<file path="src/rtl/fcmp_sched_if.sv">
// Bundle of the requester-side handshake and the compare-unit bus for fcmp_sched.
// The scheduler uses the slave view; a requester/compare-unit model uses the master view.
interface fcmp_sched_if #(
   parameter int N_REQ = 4
);
   logic [N_REQ-1:0]    req_valid;
   logic [N_REQ-1:0]    req_ready;
   logic [32*N_REQ-1:0] req_a;
   logic [32*N_REQ-1:0] req_b;
   logic [2*N_REQ-1:0]  req_op;
   logic [N_REQ-1:0]    resp_valid;
   logic [31:0]         resp_data;
   logic [31:0]         cmp_a;
   logic [31:0]         cmp_b;
   logic [1:0]          cmp_op;
   logic                cmp_en;
   logic [31:0]         cmp_c;
   logic                cmp_ready;
   logic                busy;
   logic                err;

   modport slave (
      input  req_valid, req_a, req_b, req_op, cmp_c, cmp_ready,
      output req_ready, resp_valid, resp_data, cmp_a, cmp_b, cmp_op, cmp_en, busy, err
   );

   modport master (
      output req_valid, req_a, req_b, req_op, cmp_c, cmp_ready,
      input  req_ready, resp_valid, resp_data, cmp_a, cmp_b, cmp_op, cmp_en, busy, err
   );
endinterface

</file>
<file path="src/rtl/fcmp_sched.sv">
// Round-robin scheduler sharing one 1-cycle FP compare unit among N_REQ requesters.
// Grants one request per cycle, issues it to the unit from registers, tracks its
// tag through two stages and routes the unit's result back as a one-hot pulse.
module fcmp_sched #(
   parameter int N_REQ = 4,
   parameter int IDW   = 2
) (
   input  logic         clk,
   input  logic         rstn,
   fcmp_sched_if.slave  bus
);

   logic [IDW-1:0]   ptr_r;
   logic [IDW-1:0]   ptr_next_s;
   logic [IDW-1:0]   gidx_s;
   logic [IDW-1:0]   cand_s;
   logic             any_s;
   logic [N_REQ-1:0] grant_s;
   int               sum_s;

   logic [31:0]      sel_a_s;
   logic [31:0]      sel_b_s;
   logic [1:0]       sel_op_s;

   logic [31:0]      cmp_a_r;
   logic [31:0]      cmp_b_r;
   logic [1:0]       cmp_op_r;
   logic             cmp_en_r;
   logic             v1_r;
   logic             v2_r;
   logic [IDW-1:0]   tag1_r;
   logic [IDW-1:0]   tag2_r;
   logic [N_REQ-1:0] resp_valid_r;
   logic [31:0]      resp_data_r;
   logic             busy_r;
   logic             err_r;

   function automatic logic [N_REQ-1:0] onehot(input logic [IDW-1:0] id);
      onehot = {{(N_REQ-1){1'b0}}, 1'b1} << id;
   endfunction

   // Round-robin search: first valid requester at or after ptr, wrapping at N_REQ.
   always_comb begin
      any_s  = 1'b0;
      gidx_s = '0;
      sum_s  = 0;
      cand_s = '0;
      for (int k = 0; k < N_REQ; k++) begin
         sum_s  = int'(ptr_r) + k;
         sum_s  = (sum_s >= N_REQ) ? (sum_s - N_REQ) : sum_s;
         cand_s = IDW'(sum_s);
         gidx_s = (!any_s && bus.req_valid[cand_s]) ? cand_s : gidx_s;
         any_s  = any_s | bus.req_valid[cand_s];
      end
      grant_s    = any_s ? onehot(gidx_s) : '0;
      ptr_next_s = (gidx_s == IDW'(N_REQ - 1)) ? '0 : (gidx_s + IDW'(1));
   end

   // Operand/opcode mux selecting the granted requester's slices.
   always_comb begin
      sel_a_s  = '0;
      sel_b_s  = '0;
      sel_op_s = '0;
      for (int k = 0; k < N_REQ; k++) begin
         sel_a_s  = (gidx_s == IDW'(k)) ? bus.req_a[k*32 +: 32] : sel_a_s;
         sel_b_s  = (gidx_s == IDW'(k)) ? bus.req_b[k*32 +: 32] : sel_b_s;
         sel_op_s = (gidx_s == IDW'(k)) ? bus.req_op[k*2 +: 2]  : sel_op_s;
      end
   end

   // Issue stage: advance pointer, register operands and tag for the granted op.
   always_ff @(posedge clk or negedge rstn) begin
      if (!rstn) begin
         ptr_r    <= '0;
         cmp_a_r  <= '0;
         cmp_b_r  <= '0;
         cmp_op_r <= '0;
         cmp_en_r <= 1'b0;
         v1_r     <= 1'b0;
         tag1_r   <= '0;
      end else begin
         if (any_s) begin
            ptr_r    <= ptr_next_s;
            cmp_a_r  <= sel_a_s;
            cmp_b_r  <= sel_b_s;
            cmp_op_r <= sel_op_s;
         end else begin
            ptr_r    <= ptr_r;
            cmp_a_r  <= cmp_a_r;
            cmp_b_r  <= cmp_b_r;
            cmp_op_r <= cmp_op_r;
         end
         cmp_en_r <= any_s;
         v1_r     <= any_s;
         tag1_r   <= gidx_s;
      end
   end

   // Result stage: carry the tag one more cycle, then route the unit's result.
   always_ff @(posedge clk or negedge rstn) begin
      if (!rstn) begin
         v2_r         <= 1'b0;
         tag2_r       <= '0;
         busy_r       <= 1'b0;
         resp_valid_r <= '0;
         resp_data_r  <= '0;
      end else begin
         v2_r   <= v1_r;
         tag2_r <= tag1_r;
         busy_r <= any_s | v1_r;
         if (v2_r && bus.cmp_ready) begin
            resp_valid_r <= onehot(tag2_r);
            resp_data_r  <= bus.cmp_c;
         end else begin
            resp_valid_r <= '0;
            resp_data_r  <= resp_data_r;
         end
      end
   end

   // Sticky error: a result without an op in S2, or an op in S2 without a result.
   always_ff @(posedge clk or negedge rstn) begin
      if (!rstn) begin
         err_r <= 1'b0;
      end else if (v2_r != bus.cmp_ready) begin
         err_r <= 1'b1;
      end else begin
         err_r <= err_r;
      end
   end

   assign bus.req_ready  = grant_s & {N_REQ{rstn}};
   assign bus.cmp_a      = cmp_a_r;
   assign bus.cmp_b      = cmp_b_r;
   assign bus.cmp_op     = cmp_op_r;
   assign bus.cmp_en     = cmp_en_r;
   assign bus.resp_valid = resp_valid_r;
   assign bus.resp_data  = resp_data_r;
   assign bus.busy       = busy_r;
   assign bus.err        = err_r;

endmodule

</file>
<file path="src/flat_wrapper.sv">
// flat-port wrapper written by rule: the top's interface ports become plain ports
module fcmp_sched_flat 
#(
   parameter int N_REQ = 4,
   parameter int IDW   = 2
)
  (clk, rstn, bus_req_valid, bus_req_a, bus_req_b, bus_req_op, bus_cmp_c, bus_cmp_ready, bus_req_ready, bus_resp_valid, bus_resp_data, bus_cmp_a, bus_cmp_b, bus_cmp_op, bus_cmp_en, bus_busy, bus_err);
  fcmp_sched_if #(.N_REQ(N_REQ)) bus_i ();
  input  logic clk;
  input  logic rstn;
  input wire logic [$bits(bus_i.req_valid)-1:0] bus_req_valid;
  input wire logic [$bits(bus_i.req_a)-1:0] bus_req_a;
  input wire logic [$bits(bus_i.req_b)-1:0] bus_req_b;
  input wire logic [$bits(bus_i.req_op)-1:0] bus_req_op;
  input wire logic [$bits(bus_i.cmp_c)-1:0] bus_cmp_c;
  input wire logic [$bits(bus_i.cmp_ready)-1:0] bus_cmp_ready;
  output wire logic [$bits(bus_i.req_ready)-1:0] bus_req_ready;
  output wire logic [$bits(bus_i.resp_valid)-1:0] bus_resp_valid;
  output wire logic [$bits(bus_i.resp_data)-1:0] bus_resp_data;
  output wire logic [$bits(bus_i.cmp_a)-1:0] bus_cmp_a;
  output wire logic [$bits(bus_i.cmp_b)-1:0] bus_cmp_b;
  output wire logic [$bits(bus_i.cmp_op)-1:0] bus_cmp_op;
  output wire logic [$bits(bus_i.cmp_en)-1:0] bus_cmp_en;
  output wire logic [$bits(bus_i.busy)-1:0] bus_busy;
  output wire logic [$bits(bus_i.err)-1:0] bus_err;
  assign bus_i.req_valid = bus_req_valid;
  assign bus_i.req_a = bus_req_a;
  assign bus_i.req_b = bus_req_b;
  assign bus_i.req_op = bus_req_op;
  assign bus_i.cmp_c = bus_cmp_c;
  assign bus_i.cmp_ready = bus_cmp_ready;
  assign bus_req_ready = bus_i.req_ready;
  assign bus_resp_valid = bus_i.resp_valid;
  assign bus_resp_data = bus_i.resp_data;
  assign bus_cmp_a = bus_i.cmp_a;
  assign bus_cmp_b = bus_i.cmp_b;
  assign bus_cmp_op = bus_i.cmp_op;
  assign bus_cmp_en = bus_i.cmp_en;
  assign bus_busy = bus_i.busy;
  assign bus_err = bus_i.err;
  fcmp_sched #(.N_REQ(N_REQ), .IDW(IDW)) u_core (.clk(clk), .rstn(rstn), .bus(bus_i));
endmodule
</file>
<file path="config.mk">
export PLATFORM = sky130hd
export DESIGN_NAME = fcmp_sched_flat
export DESIGN_NICKNAME = d
export VERILOG_FILES = /design/src/rtl/fcmp_sched_if.sv /design/src/rtl/fcmp_sched.sv /design/src/flat_wrapper.sv
export SDC_FILE = /design/constraint.sdc
export NUM_CORES = 1
export LEC_CHECK = 0
export CAP_MARGIN = 20
export CORE_AREA = 4 4 157 159
export DETAILED_ROUTE_END_ITERATION = 12
export DIE_AREA = 0 0 161 163
export GPL_TIMING_DRIVEN = 0
export PLACE_DENSITY_LB_ADDON = 0.08
export SYNTH_ARGS = -nofsm -noshare
export SYNTH_HDL_FRONTEND = slang
export SYNTH_SLANG_ARGS = --single-unit
</file>
<file path="constraint.sdc">
create_clock -name clk -period 4.6 [get_ports clk]
set_clock_uncertainty 0.2 [all_clocks]
set_input_delay 0.92 -clock clk [delete_from_list [all_inputs] [get_ports clk]]
set_output_delay 0.92 -clock clk [all_outputs]
set_load 0.005 [all_outputs]
</file>
Word-level counts from Yosys, hierarchy flattened
Cells that the tools add are included.
{ "totals": {"rom_bits": 0, "regBits": 112, "output_inout_bits": 109, "latch_bits": 0, "ramBits": 0, "in_bits": 303, "memories": 0, "wordCells": 78} }
{ "classes": {"n_shift": 2, "multipliers": 0, "n_mux": 31, "n_div": 0, "add_sub_neg": 8, "magnitude_cmp": 8, "n_reduce_logical": 8, "n_eq_ne": 4, "bitwise": 5} }
{ "ops": {"columns": ["operator", "n"], "rows": [
  ["two-way mux 32 bit", 8],
  ["two-way mux 2 bit", 13],
  ["< comparator 2 x 3 -> 1 bit, second input constant", 4],
  ["greater-or-equal comparator 3 bit, second input constant", 3],
  ["binary-select mux 1 bit (select 2 bit)", 4],
  ["two-way mux 4 bit", 2],
  ["<< shifter 1 x 2 -> 4 bit, first input constant", 2],
  ["subtractor 2 x 1 -> 2 bit, second input constant", 4],
  ["adder 2 x 2 -> 3 bit, second input constant", 2],
  ["bitwise AND 4 bit", 1],
  ["equality test 2 bit, second input constant", 2],
  ["logical AND 1 bit", 4],
  ["two-way mux 1 bit", 4],
  ["OR 1 bit", 4],
  ["adder 2 x 1 -> 3 bit, second input constant", 1],
  ["greater-or-equal comparator 2 x 3 -> 1 bit, second input constant", 1],
  ["logical NOT 1 bit", 3],
  ["adder 2 x 1 -> 2 bit, second input constant", 1],
  ["equality test 2 x 1 -> 1 bit, second input constant", 1],
  ["logical NOT 2 bit", 1],
  ["!= test 1 bit", 1]
]} }

Longest topological paths before layout
{ "logic_depth": {"ltp_word": 15, "depth_mapped": 10, "ltp_nobuf": 7} }

Least setup slack after synthesis
No wires, ideal clock.
{ "synth_timing": {"path_type": "input to output", "start": "input port bus_req_valid[0]", "end": "output port bus_req_ready[3]", "arrival_ns": 3.002, "cell_stages": 8, "n_path_buf": 3, "setup_slack_ns": 0.478, "required_time_ns": 3.480, "cell_sequence": "nor2b_1 a2111oi_0 or2_2 ha_1 clkbuf_1 clkbuf_1 clkbuf_1 and3_1"} }
{ "synth_between": {"elab_chain_cells": 10, "elab_cells_between_ends": 24, "classes_between": "shift: 1; mux: 13; bitwise: 4; reduce/logical: 6"} }
{ "synth_lines": {"columns": ["item", "line_no", "text"], "rows": [
  ["start, declared", "flat_wrapper.sv:11", "input wire logic [$bits(bus_i.req_valid)-1:0] bus_req_valid;"],
  ["binary-select mux 1 bit (select 2 bit)", "fcmp_sched.sv:52, fcmp_sched.sv:53", null],
  ["two-way mux 1 bit (implied by the code)", "fcmp_sched.sv:52, fcmp_sched.sv:53", null],
  ["logical NOT 1 bit or OR 1 bit (tied branches)", "fcmp_sched.sv:52, fcmp_sched.sv:53", null],
  ["logical AND 1 bit, or another cell as far along", "fcmp_sched.sv:52", "gidx_s = (!any_s && bus.req_valid[cand_s]) ? cand_s : gidx_s;"],
  ["two-way mux 2 bit, or another cell as far along", "fcmp_sched.sv:52", null],
  ["two-way mux 2 bit or logical AND 1 bit (tied branches)", "fcmp_sched.sv:52", null],
  ["two-way mux 2 bit (*)", "fcmp_sched.sv:52", null],
  ["net u_core.gidx_s[0]", "fcmp_sched.sv:15", "logic [IDW-1:0] gidx_s;"],
  ["<< shifter 1 x 2 -> 4 bit (*)", "fcmp_sched.sv:39", "onehot = {{(N_REQ-1){1'b0}}, 1'b1} << id;"],
  ["two-way mux 4 bit (*)", "fcmp_sched.sv:55", "grant_s = any_s ? onehot(gidx_s) : '0;"],
  ["bitwise AND 4 bit (*)", "fcmp_sched.sv:132", "assign bus.req_ready = grant_s & {N_REQ{rstn}};"],
  ["end, declared", "flat_wrapper.sv:17", "output wire logic [$bits(bus_i.req_ready)-1:0] bus_req_ready;"]
]} }
The timed path passes the listed nets; every way through them passes the cells marked *. The select of a mux whose other input is x is not followed.

Final worst setup path
{ "layout_timing": {"start": "input port bus_req_valid[0]", "end": "output port bus_req_ready[0]"} }
{ "layout_between": {"elab_chain_cells": 10, "elab_cells_between_ends": 24, "classes_between": "shift: 1; mux: 13; bitwise: 4; reduce/logical: 6"} }
{ "layout_lines": {"columns": ["item", "line_no"], "rows": [
  ["binary-select mux 1 bit (select 2 bit)", "fcmp_sched.sv:52, fcmp_sched.sv:53"],
  ["two-way mux 1 bit (implied by the code)", "fcmp_sched.sv:52, fcmp_sched.sv:53"],
  ["logical NOT 1 bit or OR 1 bit (tied branches)", "fcmp_sched.sv:52, fcmp_sched.sv:53"],
  ["logical AND 1 bit, or another cell as far along", "fcmp_sched.sv:52"],
  ["two-way mux 2 bit, or another cell as far along", "fcmp_sched.sv:52"],
  ["two-way mux 2 bit or logical AND 1 bit (tied branches)", "fcmp_sched.sv:52"],
  ["two-way mux 2 bit", "fcmp_sched.sv:52"],
  ["<< shifter 1 x 2 -> 4 bit", "fcmp_sched.sv:39"],
  ["two-way mux 4 bit (*)", "fcmp_sched.sv:55"],
  ["bitwise AND 4 bit (*)", "fcmp_sched.sv:132"]
]} }
Every way passes the cells marked *; elsewhere a longest branch is shown, timed or not. The select of a mux whose other input is x is not followed.

==> key figures <==
Floorplanning
  – Die width: 161 µm
  – I/O pins: 412
  – Row cnt: 56
  – Starting Density: 0.273
  – Die Footprint: 0.0262 mm²
  – Die Y: 163 µm
  – Core ar.: 0.0233 mm²

Synthesis
  – Synth Area in Adders: 0.00985
  – Synth Area in Compound Gates: 0.230
  – Simple-Gate Fraction of Synth Area: 0.173
  – Mapped Nets: 1021
  – Multiplexer share of the synthesized area: 0.0583
  – Sequential area share after synthesis: 0.441
  – Post-Syn Instances: 713
  – Synthesis warning total: 0
  – Syn avg cell area: 8.91 µm²
  – Synth Register Bits: 112
  – Mapped Area: 0.00635 mm²
  – Synth unique cells: 27
  – Synth Area in XOR/XNOR: 0
  – Largest family of logic cells by synthesized area: compound AO/OA/AOI/OAI gates

Routing
  – ANT nets after route: 0
  – DR WL/cell: 20.5 µm
  – Via count: 7198
  – DRT iter0 DRCs: 322
  – Post-route DRC: 0
  – Routed WL: 29800 µm
  – First-pass detailed-route iteration total: 7
  – Avg Vias per Cell: 4.94

CTS
  – CTS tree: yes
  – Clock tree buffer depth: 2
  – Worst skew pair latency: 360 ps
  – CTS root buf: clkbuf_16
  – Clock Sinks: 112
  – Worst-path clk slew: 90 ps
  – Total CTS buffers: 9
  – Hold_buf cts: 0
  – H-tree depth: 3

Timing
  – Slew HR: 0.610
  – Final Critical Period: 4500 ps
  – Hold Slack: 158 ps
  – Max Freq: 0.222 GHz
  – Endpoints failing hold: 0
  – RSZ-0062 raised after global routing: yes
  – Fin worst setup slack: 97.7 ps
  – Slew @ Worst Pin: 584 ps
  – Final setup violation count: 0
  – Final Max Slew Viols: 0
  – Crit share post-route: 0.979

Setup path
  – CP Capture Type: output pin
  – Crit start category: input port
  – Worst Path Max Fanout: 10
  – Kind of critical path: input port to output pin
  – Data arrival time of the worst path: 3380 ps
  – Required @ worst endpoint: 3480 ps

Finish
  – Filler cell count: 2311
  – Layout cells sized above 1: 0.0739
  – FF+latch area: 0.00280 mm²
  – Most common cell after layout, fill and taps aside: clkdlybuf4s50_1
  – Most frequent cells in the layout: clkdlybuf4s50_1, dfrtp_1, inv_1, nor2_1, a21oi_1
  – Synth-to-Final Area Change: 78.3%
  – Final nets: 1440
  – Area of the multi-input gates: 0.00310 mm²
  – Fin area: 0.0113 mm²

Power and ir drop
  – Switching power: 2140 µW
  – Combinational power share: 0.576
  – Sequential Power Share: 0.276
  – Clock share of power: 0.148
  – Peak supply drop: 218 µV
  – Cell-internal power: 3470 µW
  – Pwr Density: 495 mW/mm²
  – Leak: 0.00459 µW
  – Sw frac: 0.382
  – Total power: 5610 µW

Global routing
  – Pin count of the biggest net entering global routing: 64
  – Vias in the first global route: 7316
  – Gr usage total: 0.216
  – First-pass GRT wire length: 43700 µm
  – Antenna violations before repair: 7
  – Total overflow reported by the global router: 0

Placement
  – Placed inst area: 0.0109 mm²
  – Port bufs: 411
  – Detailed placer's ending HPWL: 23600 µm
  – Post-place setup slack: -1600 ps
  – GPL Wtd Cong: 0.860

Status
  – Status: finished, final reports clean

Run
  – Max cap viols: 0

Worst hold path
  – Tightest Hold Check Type: flip-flop to flip-flop
flip-flops by register name, indices dropped and copies added (netlist names), 2 cells and up:
register	cells
u_core.bus.resp_valid	4
u_core.ptr_r	2
u_core.bus.cmp_op	2
u_core.tag2_r	2
u_core.bus.resp_data	32
u_core.bus.cmp_a	32
u_core.tag1_r	2
u_core.bus.cmp_b	32
final timing paths:
check                                                 start                              endpoint  depth (start not counted)  slack, ps
min in group asynchronous                              rstn  u_core.bus.resp_data[22]$_DFFE_PN0P_                          1        290
worst min register to register   u_core.tag1_r[1]$_DFF_PN0_            u_core.tag2_r[1]$_DFF_PN0_                          0        160
worst max register to register  u_core.ptr_r[1]$_DFFE_PN0N_      u_core.bus.cmp_a[22]$_DFFE_PN0N_                          9       1780
worst max-delay path                       bus_req_valid[0]                      bus_req_ready[0]                          9        100
max in group asynchronous                              rstn      u_core.bus.cmp_b[29]$_DFFE_PN0N_                          2       3200
worst min-delay path             u_core.tag1_r[1]$_DFF_PN0_            u_core.tag2_r[1]$_DFF_PN0_                          0        160
critical path, stage by stage:
cell and delay (ps):
clkdlybuf4s50_1 560, nor2b_2 260, a2111oi_4 70, nor2_2 220
ha_4 210, clkbuf_4 220, buf_4 220, and3_1 170
clkdlybuf4s50_1 520
final cells by class:
cell class / count / share of cell area
diodes: 2 / 0.000442
plain buffers: 66 / 0.0269
clock buffers: 9 / 0.0199
clock inverters: 7 / 0.00740
inverters: 69 / 0.0229
multi-input cells: 461 / 0.273
flip-flops and latches: 112 / 0.247
well taps: 319 / 0.0352
repair buffers: 413 / 0.367
timing repair:
item	in CTS	in global routing
gates resized for setup	21	10
endpoints found under the setup margin	4	4
pin swaps	0	1
buffers inserted	0	1
cells in the mapped netlist:
master | count | area, µm²
or4_1 | 1 | 7.51
or2_1 | 1 | 6.26
dfrtp_1 | 112 | 2800
nor2_1 | 70 | 263
a221oi_1 | 1 | 8.76
nand3b_1 | 66 | 495
clkbuf_1 | 47 | 176
ha_1 | 5 | 62.6
and3_1 | 5 | 31.3
o21a_1 | 2 | 15.0
o21bai_1 | 1 | 7.51
a21oi_1 | 68 | 340
nor3b_2 | 1 | 12.5
buf_1 | 3 | 11.3
a2111oi_0 | 1 | 8.76
o21ai_0 | 2 | 10.0
or2_2 | 2 | 12.5
and3b_1 | 1 | 8.76
nor2b_1 | 1 | 6.26
a31oi_1 | 66 | 413
mux2_2 | 32 | 360
a221o_1 | 66 | 661
nand2_1 | 67 | 251
inv_1 | 69 | 259
mux2i_1 | 1 | 10.0
nor3b_1 | 1 | 7.51
buf_2 | 21 | 105
kinds of logic (layout without fill, tap and decap cells):
| group | Yosys count | in the layout |
|---|---|---|
| simple gates | 216 | 216 |
| other cells | 0 | 2 |
| fa+ha+maj | 5 | 5 |
| compound gates | 207 | 207 |
| buf+inv | 140 | 564 |
| mux | 33 | 33 |
| flops | 112 | 112 |
stage by stage:
step                instances  TNS, ps  utilization
detailed placement       1444   -19250        0.468
floorplan                 713        0            -
CTS                      1455        0        0.485
global route             1458    -33.4        0.487
finish                   1458        0        0.487
global placement         1443  -308150        0.467
routing by layer:
metal	up-vias	global-route usage	share of wire
met5	-	0	0.0020
met4	10	0.0589	0.018
met3	40	0.0630	0.083
met2	319	0.382	0.50
met1	3443	0.257	0.40
li1	3386	-	-
power by group through the flow:
stage | Combinational, µW | Sequential, µW | Clock [µW]
detailed placement | 3170 | 1560 | 0
CTS | 3230 | 1550 | 849
finish | 3230 | 1550 | 828
global placement | 3170 | 1550 | 0
global route | 3510 | 1600 | 881
floorplan | 1560 | 1570 | 0
No activity file was read; power rests on OpenSTA's default activity.
